### config.mk
export PLATFORM = sky130hd
export DESIGN_NAME = ps2_direction_rx
export DESIGN_NICKNAME = d
export VERILOG_FILES = /design/src/rtl/ps2_direction_rx.sv
export SDC_FILE = /design/constraint.sdc
export NUM_CORES = 1
export LEC_CHECK = 0
export CELL_PAD_IN_SITES_DETAIL_PLACEMENT = 1
export CELL_PAD_IN_SITES_GLOBAL_PLACEMENT = 2
export CORE_ASPECT_RATIO = 0.7
export CORE_MARGIN = 4
export CORE_UTILIZATION = 42
export CTS_CLUSTER_DIAMETER = 80
export CTS_CLUSTER_SIZE = 40
export DETAILED_ROUTE_END_ITERATION = 8
export GPL_TIMING_DRIVEN = 1
export HOLD_SLACK_MARGIN = 0.15
export PLACE_DENSITY = 0.88
export SETUP_SLACK_MARGIN = 0.15
export SYNTH_ARGS = -nofsm -noshare
export SYNTH_HDL_FRONTEND = slang
export SYNTH_SLANG_ARGS = --single-unit
### constraint.sdc
create_clock -name clk -period 4.74 [get_ports clk]
set_input_delay 0.711 -clock clk [delete_from_list [all_inputs] [get_ports clk]]
set_output_delay 0.711 -clock clk [all_outputs]
set_load 0.005 [all_outputs]
### src/rtl/ps2_direction_rx.sv
// PS/2 keyboard receiver: frames 11-bit words off the PS/2 lines and turns arrow/WASD
// make codes into one-cycle direction pulses matching the push-button key interface.
module ps2_direction_rx #(
   parameter int TIMEOUT_CYCLES = 100000
) (
   input  logic       clk,
   input  logic       rst,
   input  logic       ps2_clk,
   input  logic       ps2_data,
   output logic       left_key_press,
   output logic       right_key_press,
   output logic       up_key_press,
   output logic       down_key_press,
   output logic [7:0] scan_code,
   output logic       code_valid,
   output logic       frame_err
);

   localparam int TW = $clog2(TIMEOUT_CYCLES + 1);
   localparam logic [TW-1:0] TMAX = TW'(TIMEOUT_CYCLES);

   typedef enum logic [1:0] {IDLE, RECV, CHECK} state_t;

   state_t        state, state_next;
   logic          clk_s1, clk_s2, clk_prev, data_s1, data_s2;
   logic          fall;
   logic [3:0]    bit_cnt, bit_cnt_next;
   logic [9:0]    shift, shift_next;
   logic [TW-1:0] tcnt, tcnt_next;
   logic          ext, ext_next, brk, brk_next;
   logic [3:0]    held, held_next;
   logic [3:0]    dir_q, dir_next;
   logic [7:0]    scan_next;
   logic          valid_next, err_next;
   logic          frame_ok;
   logic          dir_hit;
   logic [1:0]    dir_idx;

   // Idle-high bus, so the synchronizer and edge register come out of reset at 1
   always_ff @(posedge clk or negedge rst) begin
      if (!rst) begin
         clk_s1   <= 1'b1;
         clk_s2   <= 1'b1;
         clk_prev <= 1'b1;
         data_s1  <= 1'b1;
         data_s2  <= 1'b1;
      end else begin
         clk_s1   <= ps2_clk;
         clk_s2   <= clk_s1;
         clk_prev <= clk_s2;
         data_s1  <= ps2_data;
         data_s2  <= data_s1;
      end
   end

   assign fall     = clk_prev & ~clk_s2;
   assign frame_ok = (^shift[8:0]) & shift[9];

   // Direction index: 0 left, 1 right, 2 up, 3 down
   always_comb begin
      dir_hit = 1'b1;
      dir_idx = 2'd0;
      unique case ({ext, shift[7:0]})
         {1'b1, 8'h6B}, {1'b0, 8'h1C}: dir_idx = 2'd0;
         {1'b1, 8'h74}, {1'b0, 8'h23}: dir_idx = 2'd1;
         {1'b1, 8'h75}, {1'b0, 8'h1D}: dir_idx = 2'd2;
         {1'b1, 8'h72}, {1'b0, 8'h1B}: dir_idx = 2'd3;
         default:                      dir_hit = 1'b0;
      endcase
   end

   always_comb begin
      state_next   = state;
      bit_cnt_next = bit_cnt;
      shift_next   = shift;
      tcnt_next    = tcnt;
      ext_next     = ext;
      brk_next     = brk;
      held_next    = held;
      scan_next    = scan_code;
      valid_next   = 1'b0;
      err_next     = 1'b0;
      dir_next     = 4'b0000;
      unique case (state)
         IDLE: begin
            if (fall) begin
               if (!data_s2) begin
                  state_next   = RECV;
                  bit_cnt_next = 4'd0;
                  tcnt_next    = '0;
               end else begin
                  err_next = 1'b1;
                  ext_next = 1'b0;
                  brk_next = 1'b0;
               end
            end
         end
         RECV: begin
            if (fall) begin
               tcnt_next  = '0;
               shift_next = {data_s2, shift[9:1]};
               if (bit_cnt == 4'd9) state_next = CHECK;
               else bit_cnt_next = bit_cnt + 4'd1;
            end else if (tcnt >= TMAX) begin
               state_next = IDLE;
               err_next   = 1'b1;
               ext_next   = 1'b0;
               brk_next   = 1'b0;
            end else if (tcnt != '1) begin
               tcnt_next = tcnt + 1'b1;
            end
         end
         CHECK: begin
            state_next = IDLE;
            if (frame_ok) begin
               scan_next  = shift[7:0];
               valid_next = 1'b1;
               if (shift[7:0] == 8'hE0) begin
                  ext_next = 1'b1;
               end else if (shift[7:0] == 8'hF0) begin
                  brk_next = 1'b1;
               end else begin
                  ext_next = 1'b0;
                  brk_next = 1'b0;
                  // A make on an already-held direction is typematic repeat and stays silent
                  if (dir_hit) begin
                     if (brk) begin
                        held_next[dir_idx] = 1'b0;
                     end else if (!held[dir_idx]) begin
                        dir_next[dir_idx]  = 1'b1;
                        held_next[dir_idx] = 1'b1;
                     end
                  end
               end
            end else begin
               err_next = 1'b1;
               ext_next = 1'b0;
               brk_next = 1'b0;
            end
         end
         default: state_next = IDLE;
      endcase
   end

   always_ff @(posedge clk or negedge rst) begin
      if (!rst) begin
         state      <= IDLE;
         bit_cnt    <= 4'd0;
         shift      <= 10'd0;
         tcnt       <= '0;
         ext        <= 1'b0;
         brk        <= 1'b0;
         held       <= 4'b0000;
         dir_q      <= 4'b0000;
         scan_code  <= 8'h00;
         code_valid <= 1'b0;
         frame_err  <= 1'b0;
      end else begin
         state      <= state_next;
         bit_cnt    <= bit_cnt_next;
         shift      <= shift_next;
         tcnt       <= tcnt_next;
         ext        <= ext_next;
         brk        <= brk_next;
         held       <= held_next;
         dir_q      <= dir_next;
         scan_code  <= scan_next;
         code_valid <= valid_next;
         frame_err  <= err_next;
      end
   end

   assign left_key_press  = dir_q[0];
   assign right_key_press = dir_q[1];
   assign up_key_press    = dir_q[2];
   assign down_key_press  = dir_q[3];

endmodule
# Word-level counts from Yosys, hierarchy flattened
# Index checks and enable logic that the tools add are counted.
[op_classes] muxes=52 add_sub_neg=2 n_div=0 n_shift=0 bitwise_logic=8 n_eq_ne=28 multipliers=0 order_cmp=3 reduce_logical=17
[op_table] cell="17-bit 2-to-1 mux" n=5
[op_table] cell="4-bit 2-to-1 mux" n=13
[op_table] cell="9-bit == test (second input constant)" n=4
[op_table] cell="17-bit case mux with 2 select lines" n=1
[op_table] cell="9-bit by 5-bit == test with 1-bit output (second input constant)" n=3
[op_table] cell="1-bit 2-to-1 mux" n=20
[op_table] cell="6-bit AND reduction" n=3
[op_table] cell="17-bit by 1-bit adder with 17-bit output (second input constant)" n=1
[op_table] cell="17-bit >= comparator (second input constant)" n=1
[op_table] cell="17-bit inequality test (second input constant)" n=1
[op_table] cell="8-bit == test (second input constant)" n=2
[op_table] cell="2-bit inequality test (second input constant)" n=8
[op_table] cell="3-bit inequality test (second input constant)" n=5
[op_table] cell="2-bit 2-to-1 mux" n=5
[op_table] cell="5-bit AND reduction" n=2
[op_table] cell="9-bit by 6-bit == test with 1-bit output (second input constant)" n=1
[op_table] cell="1-bit case mux with 3 select lines" n=3
[op_table] cell="9-bit XOR reduction" n=1
[op_table] cell="4-bit case mux with 2 select lines" n=1
[op_table] cell="8-bit OR reduction" n=1
[op_table] cell="2-bit case mux with 3 select lines" n=1
[op_table] cell="2-bit OR reduction" n=3
[op_table] cell="4-bit by 1-bit adder with 4-bit output (second input constant)" n=1
[op_table] cell="4-bit bitwise AND" n=1
[op_table] cell="19 further kinds" n=23
[word_totals] elab_cells=126 input_bits=4 mem_bits_ro=0 ramBits=0 reg_bits=58 latchBits=0 n_memories=0

# Logic depth before layout (Yosys ltp)
# Gate-level depths: netlist of the first run.
[depth] ltp_word=14 depth_mapped=12 mapped_depth_nobuf=10

# Worst setup path before layout of the first run
# Ideal clock, no wire load.
[synth_timing] path_type="flip-flop to flip-flop" start="register tcnt[2]" end="register tcnt[14]" t_arrival_ps=2468 setup_time_ps=119 required_time_ps=4621 stages_incl_launch_ff=13 path_slack_ps=2153 cell_sequence="dfrtp_1 -> nand4_1 -> nor3_1 -> nand4_1 -> nor3_1 -> ha_1 -> inv_1 -> o21ai_0 -> a21o_1 -> clkbuf_1 -> buf_1 -> nor4_1 -> o21a_1"
[synth_via] elab_chain_len=5 elab_cells_between_ends=10
[synth_lines] item="start: declaration" line_no="29" rtl="logic [TW-1:0] tcnt, tcnt_next;"
[synth_lines] item="start signal: assignment" line_no="162" rtl="tcnt <= tcnt_next;"
[synth_lines] item="17-bit by 1-bit adder with 17-bit output" line_no="110" rtl="tcnt_next = tcnt + 1'b1;"
[synth_lines] item="17-bit 2-to-1 mux" line_no="109" rtl="end else if (tcnt != '1) begin"
[synth_lines] item="17-bit 2-to-1 mux" line_no="104" rtl="end else if (tcnt >= TMAX) begin"
[synth_lines] item="17-bit 2-to-1 mux" line_no="99" rtl="if (fall) begin"
[synth_lines] item="17-bit case mux with 2 select lines" line_no="84" rtl="unique case (state)"
# Several ways; a longest one is shown, not always the timed one. The select of a mux whose other input is x is not followed.
# A chain may end at the register's enable or synchronous reset.

# Worst setup path after layout of the first run
[layout_timing] start="register tcnt[2]" end="register tcnt[1]"
[layout_via] elab_chain_len=3 elab_cells_between_ends=5
[layout_lines] item="17-bit >= comparator / 17-bit inequality test (equally long branches)" line_no="104, 109"
[layout_lines] item="3-bit inequality test (no source line)"
[layout_lines] item="5-bit AND reduction (no source line) *"
# Mark *: on every way between the ends. The rest lies on a longest branch, timed or not.

==> flow_metrics.env, run 1 <==
export IMPL_skew_ns=0.00415
export IMPL_place_congestion=0.773
export IMPL_cp_end_kind="flip-flop"
export IMPL_r2r_end="tcnt[1]"
export IMPL_grt_max_degree=59
export IMPL_track_usage=0.184
export IMPL_cp_start_kind="flip-flop"
export IMPL_syn_area_per_cell_sq_um=10.2
export IMPL_start_util=0.447
export IMPL_num_vias=2408
export IMPL_core_sq_um=6980
export IMPL_syn_inst=305
export IMPL_power_mw=1.62
export IMPL_worstSetupPathType="reg -> reg"
export IMPL_antenna_found_initial=0
export IMPL_wirelength_mm=7.43
export IMPL_synth_edff_count=0
export IMPL_ant_nets=0
export IMPL_cts_sinks=58
export IMPL_drv_cap=0
export IMPL_ios=18
export IMPL_cts_tree="built"
export IMPL_hold_depth=0
export IMPL_viasPerCell=5.69
export IMPL_setup_violations=0
export IMPL_yosysUniqueCellTypes=58
export IMPL_dpl_hpwl_mm=5.52
export IMPL_clock_path_buffers=2
export IMPL_ys_seq_area_frac=0.468
export IMPL_rrSetupSlack_ns=1.75
export IMPL_drc=0
export IMPL_firstDrtPassIters=4
export IMPL_clock_latency_ns=0.33
export IMPL_nets=348
export IMPL_path_max_fanout=24
export IMPL_fmax_ghz=0.334
export IMPL_worstRegToRegCells=10
export IMPL_cpPeakStageDelay_ns=0.61
export IMPL_grt_setup_unrepaired="false"
export IMPL_postLayoutCoreUtil=0.512
export IMPL_htreeDepth=3
export IMPL_grt_pass1_wl_mm=12.9
export IMPL_maxSlewViolCount=0
export IMPL_outcome="finished clean"
export IMPL_peakVddDrop_uv=225
export IMPL_tightest_slew_ns=1.21
export IMPL_fin_setup_tns_ns=0
export IMPL_final_common_cell="dfrtp_1"
export IMPL_r2r_start="tcnt[2]"
export IMPL_num_rows=25
export IMPL_wl_per_cell_um=17.6
export IMPL_syn_cell_area_sq_um=3120
export IMPL_startpoint="tcnt[2]"
export IMPL_cts_clk_slew_worst_paths_ns=0.06
export IMPL_powerDensity_nw_per_um2=454
export IMPL_final_cell_mix="dfrtp_1, nand2_1, inv_1, o21ai_0, ha_1"
export IMPL_hold_end="clk_s2"
export IMPL_drive_gt1_frac=0.140
export IMPL_num_antenna_cells=0
export IMPL_grt_pass1_vias=2496
export IMPL_worstHoldStart="clk_s1"
export IMPL_cp_arrival_ns=3.21
export IMPL_cts_made_buffers=9
export IMPL_cts_resized=0
export IMPL_final_hold_viol_count=0
export IMPL_worst_path_buf_inv=1
export IMPL_syn_num_nets=328
export IMPL_area_growth_pct=14.7
export IMPL_cts_setup_buffers=0
export IMPL_cp_slowest_cell="a21o_1"
export IMPL_die_y_um=80.1
export IMPL_cts_hold_buffers=0
export IMPL_layout_min_cycle_time_ns=2.99
export IMPL_root_buffer="clkbuf_8"
export IMPL_max_slew_margin=0.190
export IMPL_hp_class="reg -> reg"
export IMPL_synth_flop_cell="dfrtp_1"
export IMPL_fin_crit_sh=0.631
export IMPL_die_area_sq_um=8890
export IMPL_crit_chain="nand4_1 > nor3_1 > nand4_1 > nor3_1 > ha_1 > inv_1 > o21ai_0 > a21o_1 > nor2_1 > a32o_1"
export IMPL_ys_async_sr_fraction=1.00
export IMPL_port_buffers=17
export IMPL_critPathRequiredTime_ns=4.96
export IMPL_critical_path_depth=10
export IMPL_synth_seq_cells=58
export IMPL_die_x_um=111
export IMPL_drtIter0Drc=170
export IMPL_cp_top_family="compound AO/OA/AOI/OAI gates"
export IMPL_yosysWarnings=0
export IMPL_grt_overflow=0
export IMPL_power_leakage_nw=1.52
export IMPL_whs_ns=0.359
through the flow:
step	instance area [sq um]	cells	worst slack [ns]
floorplan	3120	305	2.15
detailed placement	3380	408	1.80
CTS	3570	423	1.79
global placement	3380	408	1.92
global route	3570	423	1.42
finish	3570	423	1.75
worst max-delay path by stage:
stage	endpoint	slack [ns]
2_1_floorplan	tcnt[14]	2.15
3_3_place_gp	flip-flop	1.92
3_5_place_dp	flip-flop	1.80
4_1_cts	tcnt[1]	1.79
5_1_grt	tcnt[1]	1.42
6_report	tcnt[1]	1.75
synth_stat cells (2+ instances only):
master	instances	share of area
clkbuf_1	5	0.0060
a32o_1	3	0.0096
o31ai_1	9	0.022
nand2b_1	5	0.010
mux2i_1	3	0.0096
a22o_1	3	0.0084
nor4_1	5	0.010
ha_1	19	0.076
a21oi_1	11	0.018
dfstp_2	5	0.042
o21a_1	3	0.0072
and4_1	2	0.0056
or4_1	9	0.022
nor3_1	7	0.011
a21o_1	3	0.0072
and2_1	2	0.0040
nand4_1	8	0.016
a211oi_1	2	0.0048
mux2_2	11	0.040
nor2_1	12	0.014
or3_1	2	0.0040
o21ai_0	20	0.032
buf_2	3	0.0048
o22ai_1	3	0.0060
inv_1	20	0.024
dfrtp_1	53	0.43
nand3_1	9	0.014
nand2_1	33	0.040
and4b_1	2	0.0064
o211ai_1	4	0.0096
nor2b_1	2	0.0040
layout make-up:
cell class | count | area (sq um)
multi-input combinational | 217 | 1550
fill | 793 | 3400
inverter | 20 | 75.1
tap | 94 | 118
clock buffer | 12 | 155
timing repair buffer | 19 | 180
sequential | 58 | 1460
clock inverter | 3 | 40.0
state kept, by name, indices dropped and copies added (netlist names), named ones only:
register	cells
data_s1	1
bit_cnt	4
ext	1
brk	1
data_s2	1
scan_code	8
clk_s1	1
frame_err	1
state	2
shift	10
tcnt	17
dir_q	4
clk_prev	1
clk_s2	1
code_valid	1
routing by layer:
metal	up-vias	GRT usage	routed length, um
met2	32	0.263	3080
met3	6	0.0474	287
met5	-	0	0
li1	1163	-	-
met1	1207	0.275	4000
met4	0	0.0480	56
kinds of logic after synthesis:
family	synth area share
and+or+nand+nor	0.184
adders and majority gates	0.0763
AOI/OAI and AO/OA	0.161
xor gates and xnor gates	0.0185
DFF	0.468
buffers and inverters	0.0385
muxes	0.0542
power breakdown:
| part | switching [mW] | total [mW] | internal (mW) |
|---|---|---|---|
| Sequential | 0.0985 | 0.669 | 0.570 |
| Combinational | 0.298 | 0.500 | 0.202 |
| Clock | 0.187 | 0.454 | 0.267 |
| Total | 0.583 | 1.62 | 1.04 |
No activity file was read; power rests on OpenSTA's default activity.
==> run 2, diff against run 1 <==
--- a/config.mk
+++ b/config.mk
@@ -9,13 +9,13 @@
 export CELL_PAD_IN_SITES_GLOBAL_PLACEMENT = 2
 export CORE_ASPECT_RATIO = 0.7
 export CORE_MARGIN = 4
-export CORE_UTILIZATION = 42
+export CORE_UTILIZATION = 39
 export CTS_CLUSTER_DIAMETER = 80
 export CTS_CLUSTER_SIZE = 40
 export DETAILED_ROUTE_END_ITERATION = 8
 export GPL_TIMING_DRIVEN = 1
 export HOLD_SLACK_MARGIN = 0.15
-export PLACE_DENSITY = 0.88
+export PLACE_DENSITY = 0.83
 export SETUP_SLACK_MARGIN = 0.15
 export SYNTH_ARGS = -nofsm -noshare
 export SYNTH_HDL_FRONTEND = slang
==> constraint.sdc (replaced) <==
create_clock -name clk -period 2.8 [get_ports clk]
set_input_delay 0.42 -clock clk [delete_from_list [all_inputs] [get_ports clk]]
set_output_delay 0.42 -clock clk [all_outputs]
set_load 0.005 [all_outputs]
==> run 2 against run 1 <==
  * Sequential power increased by 66%
  * Worst setup slack got worse by 1.5 ns
  * Critical path depth decreased by 3
  * Routed wire length increased by 7.9%
  * Sequential share of layout area decreased by 2.6 points
  * Combinational power increased by 100%
  * Flip-flop and latch count unchanged
  * Cell count increased by 4.7%
  * Clock-buffer cell count increased by 2
  * Clock skew increased by 0.0038 ns
==> flow_metrics.env, run 2 (synthesis gave the netlist of run 1 again) <==
export IMPL_outcome="finished clean"
export IMPL_switching_power_mw=1.09
export IMPL_tightest_slew_ns=1.00
export IMPL_cts_hold_buffers=0
export IMPL_die_y_um=82.8
export IMPL_grt_setup_unrepaired="true"
export IMPL_drv_cap=0
export IMPL_start_util=0.415
export IMPL_power_mw=3.24
export IMPL_p_int_mw=2.15
export IMPL_area_growth_pct=22.5
export IMPL_wl_met3_um=313
export IMPL_clock_path_buffers=2
export IMPL_drive_gt1_frac=0.180
export IMPL_final_cell_mix="dfrtp_1, nand2_1, inv_1, o21ai_0, ha_1"
export IMPL_final_common_cell="dfrtp_1"
export IMPL_num_antenna_cells=0
export IMPL_grt_overflow=0
export IMPL_largest_register="tcnt"
export IMPL_cts_tree="built"
export IMPL_grt_pass1_wl_mm=13.8
export IMPL_power_frac_comb=0.313
export IMPL_antenna_found_initial=0
export IMPL_root_buffer="clkbuf_16"
export IMPL_place_congestion=0.823
export IMPL_hp_class="in -> async"
export IMPL_peakVddDrop_uv=417
export IMPL_cp_arrival_ns=2.76
export IMPL_core_sq_um=7510
export IMPL_path_max_fanout=5
export IMPL_cp_start_kind="flip-flop"
export IMPL_p_sw_frac=0.337
export IMPL_die_area_sq_um=9510
export IMPL_port_buffers=17
export IMPL_fmax_ghz=0.393
export IMPL_track_usage=0.192
export IMPL_fin_crit_sh=0.909
export IMPL_powerDensity_nw_per_um2=850
export IMPL_p_seq_frac=0.344
export IMPL_cp_end_kind="flip-flop"
export IMPL_top_regs="tcnt: 17 flops, shift: 10 flops, scan_code: 8 flops"
export IMPL_maxSlewViolCount=0
export IMPL_num_vias=2515
export IMPL_htreeDepth=3
export IMPL_wl_met2_mm=3.14
export IMPL_layout_min_cycle_time_ns=2.55
export IMPL_wirelength_mm=8.01
export IMPL_power_leakage_nw=1.65
export IMPL_num_rows=26
export IMPL_cts_sinks=58
export IMPL_nets=363
export IMPL_viasPerCell=5.68
export IMPL_clock_power_share=0.343
export IMPL_grt_max_degree=47
export IMPL_skew_ns=0.00791
export IMPL_drc=0
export IMPL_max_slew_margin=0.333
export IMPL_setup_violations=0
export IMPL_critPathRequiredTime_ns=3.01
export IMPL_largest_reg_flops=17
export IMPL_wl_met1_mm=4.45
export IMPL_final_hold_viol_count=0
export IMPL_cts_made_buffers=9
export IMPL_ios=18
export IMPL_clock_latency_ns=0.33
export IMPL_die_x_um=115
export IMPL_top_layer_used="met4"
export IMPL_worstSetupPathType="reg -> reg"
export IMPL_cts_clk_slew_worst_paths_ns=0.05
export IMPL_fin_setup_tns_ns=0
export IMPL_firstDrtPassIters=4
export IMPL_grt_pass1_vias=2569
export IMPL_fillers=841
export IMPL_multi_input_area_sq_um=1560
export IMPL_dpl_hpwl_mm=5.78
export IMPL_register_area_sq_um=1460
export IMPL_ant_nets=0
export IMPL_drtIter0Drc=106
export IMPL_wl_per_cell_um=18.1
## run 2: cell types whose count changed in the layout (fill, tap and decap cells not counted)
cell and change:
a21o_1 -1, clkbuf_1 +2, buf_4 +14, a21o_2 +1
clkbuf_16 +9, xor2_1 -1, buf_12 +1, xor2_2 +1
clkinv_2 -1, clkbuf_8 -9
## run 2: final timing paths
kind | from | endpoint | cells past startpoint | slack (ns)
setup / recovery | shift[1] | flip-flop | 7 | 0.25
hold / removal | rst | bit_cnt[0] | 1 | 0.26
setup reg to reg | shift[1] | flip-flop | 7 | 0.25
hold reg to reg | clk_s1 | clk_s2 | 0 | 0.36
max in group asynchronous | rst | tcnt[3] | 2 | 1.78
min in group clk | clk_s1 | clk_s2 | 0 | 0.36
## run 2: final cells by class
| class | count | area share |
|---|---|---|
| Clock buffer | 14 | 0.0692 |
| Clock inverter | 2 | 0.00918 |
| Inverter | 20 | 0.0197 |
| Multi-Input combinational cell | 217 | 0.408 |
| Sequential cell | 58 | 0.382 |
| Tap cell | 98 | 0.0321 |
| Timing Repair Buffer | 34 | 0.0800 |
## run 2: through the flow
stage | setup WS (ns) | instance area [sq um] | hold slack [ns] | instances | utilization
after floorplan | 0.213 | 3120 | 0.124 | 305 | -
after global placement | 0.244 | 3470 | 0.346 | 422 | 0.461
after detailed placement | 0.184 | 3470 | 0.351 | 422 | 0.461
after CTS | 0.178 | 3770 | 0.299 | 438 | 0.501
after global routing | 0.122 | 3820 | 0.359 | 443 | 0.508
final | 0.254 | 3820 | 0.264 | 443 | 0.508
## run 2: worst max-delay path, stage by stage, from the launching register on
cell	delay, ns
dfrtp_1	0.41
inv_1	0.11
ha_1	0.29
xnor3_2	0.45
xor2_2	0.19
nand3_2	0.15
or4_4	0.52
mux2_4	0.31
## run 2: metal layers
layer,vias up,global-route usage
li1,1191,-
met2,57,0.258
met1,1257,0.289
met4,0,0.0715
met3,10,0.0529
met5,-,0
## run 2: repair_timing
item	CTS	global route
buffers inserted	0	5
gates resized for setup	0	3
endpoints found under the setup margin	0	22
## run 2: power groups by stage
stage	Sequential, mW	Clock [mW]	Combinational, mW
2_1_floorplan	1.08	0	0.652
3_3_place_gp	1.12	0	0.892
3_5_place_dp	1.13	0	0.920
4_1_cts	1.12	1.14	0.932
5_1_grt	1.14	1.19	1.14
6_report	1.11	1.11	1.02
